**config.mk**
```make
export PLATFORM = sky130hd
export DESIGN_NAME = kf_operand_loader
export DESIGN_NICKNAME = d
export VERILOG_FILES = /design/src/rtl/kf_operand_loader.sv
export SDC_FILE = /design/constraint.sdc
export NUM_CORES = 1
export LEC_CHECK = 0
export ABC_AREA = 1
export BUFFER_PORTS_ARGS = -buffer_cell sky130_fd_sc_hd__buf_2
export CAP_MARGIN = 5
export CORE_MARGIN = 10
export CORE_UTILIZATION = 60
export CTS_BUF_LIST = sky130_fd_sc_hd__clkbuf_8
export CTS_CLUSTER_DIAMETER = 120
export DETAILED_ROUTE_END_ITERATION = 12
export PLACE_DENSITY = 0.81
export SYNTH_ARGS = -nofsm -noshare
export SYNTH_HDL_FRONTEND = slang
export SYNTH_SLANG_ARGS = --single-unit
```
**constraint.sdc**
```tcl
create_clock -name clk -period 3.1 [get_ports clk]
set_input_delay 0.465 -clock clk [delete_from_list [all_inputs] [get_ports clk]]
set_output_delay 0.465 -clock clk [all_outputs]
set_load 0.01 [all_outputs]
```
**src/rtl/kf_operand_loader.sv**
```systemverilog
// kf_operand_loader: converts a two's-complement sample stream to
// sign-magnitude, buffers it and feeds NOPS operands into kf_top.
module kf_operand_loader #(
  parameter int W     = 24,
  parameter int FRAC  = 14,
  parameter int NOPS  = 2,
  parameter int DEPTH = 4
) (
  input  logic         clk,
  input  logic         rst_n,
  input  logic         s_valid,
  input  logic [W-1:0] s_data,
  output logic         s_ready,
  input  logic         kf_ready,
  output logic         kf_start,
  output logic [W-1:0] kf_data,
  output logic         busy,
  output logic [7:0]   sat_cnt
);

  localparam int AW = (DEPTH > 1) ? $clog2(DEPTH) : 1;
  localparam int CW = $clog2(DEPTH + 1);
  localparam int KW = (NOPS > 1) ? $clog2(NOPS) : 1;

  if (FRAC >= W || NOPS < 1 || DEPTH < NOPS) begin : g_bad_cfg
    $error("kf_operand_loader: bad parameter set");
  end

  typedef enum logic [2:0] {
    IDLE,
    START,
    LOAD,
    WAIT_BUSY,
    WAIT_DONE
  } state_t;

  state_t          state;
  state_t          state_n;
  logic [KW-1:0]   ld_k;
  logic            ld_last;

  logic [W-1:0]    mem [DEPTH];
  logic [AW-1:0]   wr_ptr;
  logic [AW-1:0]   rd_ptr;
  logic [CW-1:0]   count;
  logic [W-1:0]    head;
  logic            push;
  logic            pop;

  logic            neg;
  logic            is_min;
  logic [W-1:0]    neg_v;
  logic [W-2:0]    mag;
  logic [W-1:0]    conv;

  // Sign-magnitude conversion; the most negative code saturates.
  assign neg    = s_data[W-1];
  assign is_min = neg && (s_data[W-2:0] == '0);
  assign neg_v  = -s_data;

  always_comb begin
    mag = s_data[W-2:0];
    if (is_min) begin
      mag = '1;
    end else if (neg) begin
      mag = neg_v[W-2:0];
    end
  end

  assign conv = {neg, mag};

  assign s_ready = (count != CW'(DEPTH));
  assign push    = s_valid && s_ready;
  assign pop     = (state == LOAD);
  assign head    = mem[rd_ptr];
  assign ld_last = (ld_k == KW'(NOPS - 1));
  assign busy    = (state != IDLE);

  // Sample storage; validity is tracked by the pointers only.
  always_ff @(posedge clk) begin
    if (push) begin
      mem[wr_ptr] <= conv;
    end
  end

  // FIFO pointers and occupancy.
  always_ff @(posedge clk or negedge rst_n) begin
    if (!rst_n) begin
      wr_ptr <= '0;
      rd_ptr <= '0;
      count  <= '0;
    end else begin
      if (push) begin
        wr_ptr <= (wr_ptr == AW'(DEPTH - 1)) ? '0 : wr_ptr + 1'b1;
      end
      if (pop) begin
        rd_ptr <= (rd_ptr == AW'(DEPTH - 1)) ? '0 : rd_ptr + 1'b1;
      end
      unique case (1'b1)
        push && !pop: count <= count + 1'b1;
        pop && !push: count <= count - 1'b1;
        default:      count <= count;
      endcase
    end
  end

  // Saturation event counter, sticky at its maximum.
  always_ff @(posedge clk or negedge rst_n) begin
    if (!rst_n) begin
      sat_cnt <= '0;
    end else if (push && is_min && sat_cnt != 8'hFF) begin
      sat_cnt <= sat_cnt + 8'd1;
    end
  end

  // State register and operand index within LOAD.
  always_ff @(posedge clk or negedge rst_n) begin
    if (!rst_n) begin
      state <= IDLE;
      ld_k  <= '0;
    end else begin
      state <= state_n;
      if (state == LOAD && !ld_last) begin
        ld_k <= ld_k + 1'b1;
      end else begin
        ld_k <= '0;
      end
    end
  end

  // Next state and kf_top-facing outputs.
  always_comb begin
    state_n  = state;
    kf_start = 1'b0;
    kf_data  = '0;
    unique case (state)
      IDLE: begin
        kf_data = (count == '0) ? '0 : head;
        if (count >= CW'(NOPS) && kf_ready) begin
          state_n = START;
        end
      end
      START: begin
        kf_start = 1'b1;
        kf_data  = head;
        state_n  = LOAD;
      end
      LOAD: begin
        kf_data = head;
        if (ld_last) begin
          state_n = WAIT_BUSY;
        end
      end
      WAIT_BUSY: begin
        if (!kf_ready) begin
          state_n = WAIT_DONE;
        end
      end
      WAIT_DONE: begin
        if (kf_ready) begin
          state_n = IDLE;
        end
      end
      default: state_n = IDLE;
    endcase
  end

endmodule

```
=== Word-level counts from Yosys, hierarchy flattened ===
Memories as Yosys holds them, arrays and structs flattened.
Cells that the tools add are included.
Widths: inputs -> output; s select.

* Muxes and demuxes: 16
* Order comparisons: 1
* Reductions and logical operators: 18
* Eq/ne operators: 12
* Add/sub/neg operators: 7

{| class="wikitable"
|+ Operator list
! kind !! count
|-
| $pmux 24 s2 || 1
|-
| $mux 23 || 2
|-
| $mux 24 || 1
|-
| $logic_not 23->1 || 1
|-
| $neg 23->23 || 1
|-
| $pmux 3 s5 || 1
|-
| $mux 3 || 4
|-
| $add 8x1->8 const B || 1
|-
| $logic_and 1x1->1 || 8
|-
| $ne 2x2->1 const B || 4
|-
| $ne 8x8->1 const B || 1
|-
| $eq 3x2->1 const B || 2
|-
| $logic_not 3->1 || 2
|-
| $pmux 3 s2 || 1
|-
| $add 2x1->2 const B || 2
|-
| $eq 2x2->1 const B || 2
|-
| $mux 1 || 4
|-
| $mux 2 || 2
|-
| $reduce_and 4->1 || 1
|-
| $add 3x1->3 const B || 1
|-
| $eq 3x1->1 const B || 1
|-
| $eq 3x3->1 const B || 1
|-
| $ge 3x2->1 const B || 1
|-
| $logic_not 1->1 || 3
|-
| 6 further kinds || 6
|}

* Register bits after elaboration: 19
* Bits of input ports: 28
* Output and inout port bits: 35
* Memories: 1
* RAM bits: 96
* Logic and storage cells: 61

{| class="wikitable"
|+ Memory list
! memory !! words !! bits a word !! read ports !! clocked after Yosys merged registers in !! wr ports !! RTL line !! source
|-
| mem || 4 || 24 || 1 || 0 || 1 || 42 || <nowiki>logic [W-1:0] mem [DEPTH];</nowiki>
|}

=== Depth between registers and ports, before layout ===
* Word-level depth: 5
* Gate-level depth with buffers: 10
* Mapped depth without buffers: 10

=== Worst setup path after synthesis ===
Ideal clock, no wire load.

* Kind: reg-to-reg
* From: register count[0]
* To: memory mem[0][0] (enable)
* Data required time: 2.695 ns
* Setup time: 0.405 ns
* Period minus slack after synthesis: 2.371 ns
* Slack: 0.729 ns
* Data arrival time: 1.966 ns
* Path buffers: 0
* Stages on the path, launching flop included: 5
* Path through: dfrtp_1 -> nor2_1 -> a21boi_2 -> inv_1 -> nor2_1

* Word-level cells in the longest chain between the ends: 4

{| class="wikitable"
|+ Ends and longest elaborated chain
! element !! RTL line !! source
|-
| start: declaration || 45 || <nowiki>logic [CW-1:0] count;</nowiki>
|-
| start signal: assignment || 100 || <nowiki>push && !pop: count <= count + 1'b1;</nowiki>
|-
| start signal: assignment || 101 || <nowiki>pop && !push: count <= count - 1'b1;</nowiki>
|-
| start signal: assignment || 102 || <nowiki>default: count <= count;</nowiki>
|-
| $ne 3x3->1 || 72 || <nowiki>assign s_ready = (count != CW'(DEPTH));</nowiki>
|-
| $logic_and 1x1->1 || 73 || <nowiki>assign push = s_valid && s_ready;</nowiki>
|-
| $mux 1 || 81 || <nowiki>if (push) begin</nowiki>
|-
| $mux 1 (not written as such) || 82 || <nowiki>mem[wr_ptr] <= conv;</nowiki>
|-
| end: declaration || 42 ||
|}

Every way passes these cells.

=== Worst setup path after layout ===
* From: register state[0]
* To: output port kf_data[8]

* Word-level cells in the longest chain between the ends: 3
* Elaborated cells on any way between the ends: 5
* Classes of those cells: eq/ne (2); mux (1); reduce/logical (2)

{| class="wikitable"
|+ Ends and longest elaborated chain
! element !! RTL line !! source
|-
| start: declaration || 37 || <nowiki>state_t state;</nowiki>
|-
| start signal: assignment || 122 || <nowiki>state <= state_n;</nowiki>
|-
| $eq 3x2->1 / $eq 3x1->1 (equally long branches) || 136 || <nowiki>unique case (state)</nowiki>
|-
| $reduce_or 2->1 (no line) || -- ||
|-
| $pmux 24 s2 * || 136 ||
|-
| end: declaration || 16 || <nowiki>output logic [W-1:0] kf_data,</nowiki>
|}

Mark *: on every way between the ends. The rest lies on a longest branch, timed or not.

==> summary.md <==
| Metric | Value |
|---|---|
| Synth Flop Type | edfxtp_1 |
| Overall power | 5.95 mW |
| Die area | 13600 sq um |
| Hold wc startpoint | kf_ready |
| CTS Buf Count | 17 |
| Final-report hold violation count | 0 |
| Vias/cell | 5.53 |
| Crit-path cells | nor2_1 -> nand2_1 -> o21bai_2 -> nand2_1 -> inv_1 -> buf_2 |
| Pleak | 2.88 nW |
| Final min period | 2.78 ns |
| # Post-CTS Setup Buffers | 0 |
| Final core utilization | 71.0% |
| Initial Util | 61.3% |
| Slew Viols, Final | 0 |
| ANT cells | 0 |
| Met3 Use GR | 4.57% |
| GRT busiest layer | met2 |
| CTS hold repair buffers | 1 |
| Clock Latency Late Sink | 0.42 ns |
| Initial DRC Count | 421 |
| Drt wl/cell | 15.6 um |
| CTS H-tree depth | 4 |
| Critical path capture point type | output pin |
| Synth Warn # | 0 |
| Req. time, crit path | 2.63 ns |
| CTS Sinks | 115 |
| Syn Nets | 620 |
| Post-synthesis cell count | 583 |
| Top-area cell type share of the netlist area | 51.4% |
| WHS | 0.277 ns |
| Final setup viols | 0 |
| Mapped Area | 5610 sq um |
| Max Cap Viol | 0 |
| Most frequent cells in the layout | nand2_1 (117), nor2_1 (102), edfxtp_1 (96) |
| Fraction of synthesis flops using an asynchronous set or reset pin | 16.5% |
| Cell taking the most area after synthesis | edfxtp_1 |
| First-pass GRT wire length | 19.5 mm |
| Final WL | 12.1 mm |
| Hold crit path type | input port to flip-flop |
| Area added between synthesis and finish | 15.8% |
| Core area | 9150 sq um |
| Routability cong. | 0.861 |
| Clock slew at reported path FFs | 0.07 ns |
| Seq/Total Area, Yosys | 59.9% |
| Fraction of layout cells with a size suffix above 1 | 18.1% |
| Layout Skew | 0.0109 ns |
| Commonest non-fill, non-tap cell in the layout | nand2_1 |
| Vias in the first global route | 4096 |
| CTS Root Cell | clkbuf_8 |
| DR DRC count | 0 |
| Via count | 4281 |
| Reg2Reg Launch Point | count[0] |
| Max VDD drop | 0.359 mV |
| Fin nets | 687 |
| #FFs+latches synth | 115 |
| Buffers & Inverters on Critical Path | 2 |
| Slowest cell on crit path | o21bai_2 |
| Worst Max-Slew Pin Slew | 0.997 ns |
| CP top delay family | compound AO/OA/AOI/OAI gates |
| Achievable Freq | 360 MHz |
| PortBufs | 62 |
| WS Path Type | flip-flop to output pin |
| Met1 Usage GRT | 23.9% |
| Die H | 117 um |
| Antenna viol nets, final | 0 |
| Part of the cycle the worst path needs | 89.6% |
| Arr. time, crit path | 2.31 ns |
| DRT Pass-1 Iters | 5 |
| Max transition margin | 33.5% |
| Synth unique cells | 35 |
| RSZ-0062 raised after global routing | no |
| CTS tree | yes |
| Clock buffer depth | 2 |
| Post-DP HPWL | 8.05 mm |
| Overflow after GRT | 0 |
| Status | finished clean |
| Syn_area_per_cell | 9.62 sq um |
| Post-CTS Resized | 0 |
| Initial antenna violation count | 0 |
| Crit-path max FO | 24 |
| Setup tns final | 0 ns |
| Most frequent CP cell | nand2_1 |
| Critical path's largest stage delay | 0.80 ns |
| Largest net degree at the start of global routing | 51 |
| I/O pin total | 63 |
| # fillers | 677 |
| Dominant cells by area after synthesis | edfxtp_1 (51%), dfrtp_1 (8.5%), nand2_1 (7.8%), nor2_1 (7.1%), inv_1 (4.4%) |
| Setup crit start | state[0] |
| Horiz. Die Dim | 117 um |
| Row Count | 35 |
| Cell Pwr Density | 915 nW/um^2 |
| Startpoint Class | flip-flop |
| GR Util met2 | 29.5% |
| Number of enable flip-flop cells after synthesis | 96 |
| GRT Total Usage | 18.5% |
[final timing paths]
path                                    to  slack [ns]  cells past startpoint
worst max-delay path            kf_data[8]        0.32                      6
worst min-delay path              state[2]        0.28                      2
worst max register to register    count[2]        0.90                      9
worst min register to register        ld_k        0.43                      1
max in group asynchronous        rd_ptr[0]        2.27                      2
min in group asynchronous       sat_cnt[0]        0.51                      2
[metal layers]
metal  vias to the layer above  part of all wire, %
li1                       2107                    -
met5                         -                    0
met2                       173                   48
met4                         0                  1.6
met3                        22                  7.1
met1                      1979                   43
[cell families after synthesis]
logic type	after synthesis	synth area share, %
AO/OA/AOI/OAI	78	8.90
flip-flops	115	59.9
XOR/XNOR	9	1.40
buffers and inverters	90	6.56
adder cells (fa/ha/maj)	9	2.14
AND/OR/NAND/NOR	282	21.1
[state kept, by name, summed over array words and instances, names as in the netlist]
name / flops
sat_cnt: 8
wr_ptr: 2
state: 3
rd_ptr: 2
ld_k: 1
mem: 96
count: 3
[power breakdown]
group | internal, mW | leakage [nW] | total [mW] | switching, mW
sequential | 2.04 | 1.13 | 2.15 | 0.110
combinational | 0.754 | 1.54 | 2.21 | 1.46
clock | 0.964 | 0.219 | 1.58 | 0.618
[synth_stat cells, types with 4 or more instances]
cell      number
nor2_1       106
a21oi_1        7
dfrtp_1       19
edfxtp_1      96
xor2_1         5
xnor2_1        4
buf_2          9
nand4_1       10
nand2_1      117
o32ai_1       24
o21ai_0       38
nand3_1       35
inv_1         66
o21ai_1        4
ha_1           8
nor2_2         4
clkbuf_1       9
[layout make-up]
cell class,instances,area (sq um),share of cell area [%]
sequential,115,3360,51.7
multi-input combinational,378,1890,29.1
timing repair buffer,71,393,6.05
inverter,67,251,3.87
clock buffer,17,234,3.60
clock inverter,15,229,3.52
tap,111,139,2.14
[through the flow]
step                setup slack, ns  cells  cell area [sq um]
floorplan                     0.729    583               5610
global placement              0.894    741               6030
detailed placement            0.730    741               6030
CTS                           0.278    774               6500
global route                 0.0815    774               6500
finish                        0.323    774               6500
No activity file was read; power rests on OpenSTA's default activity.
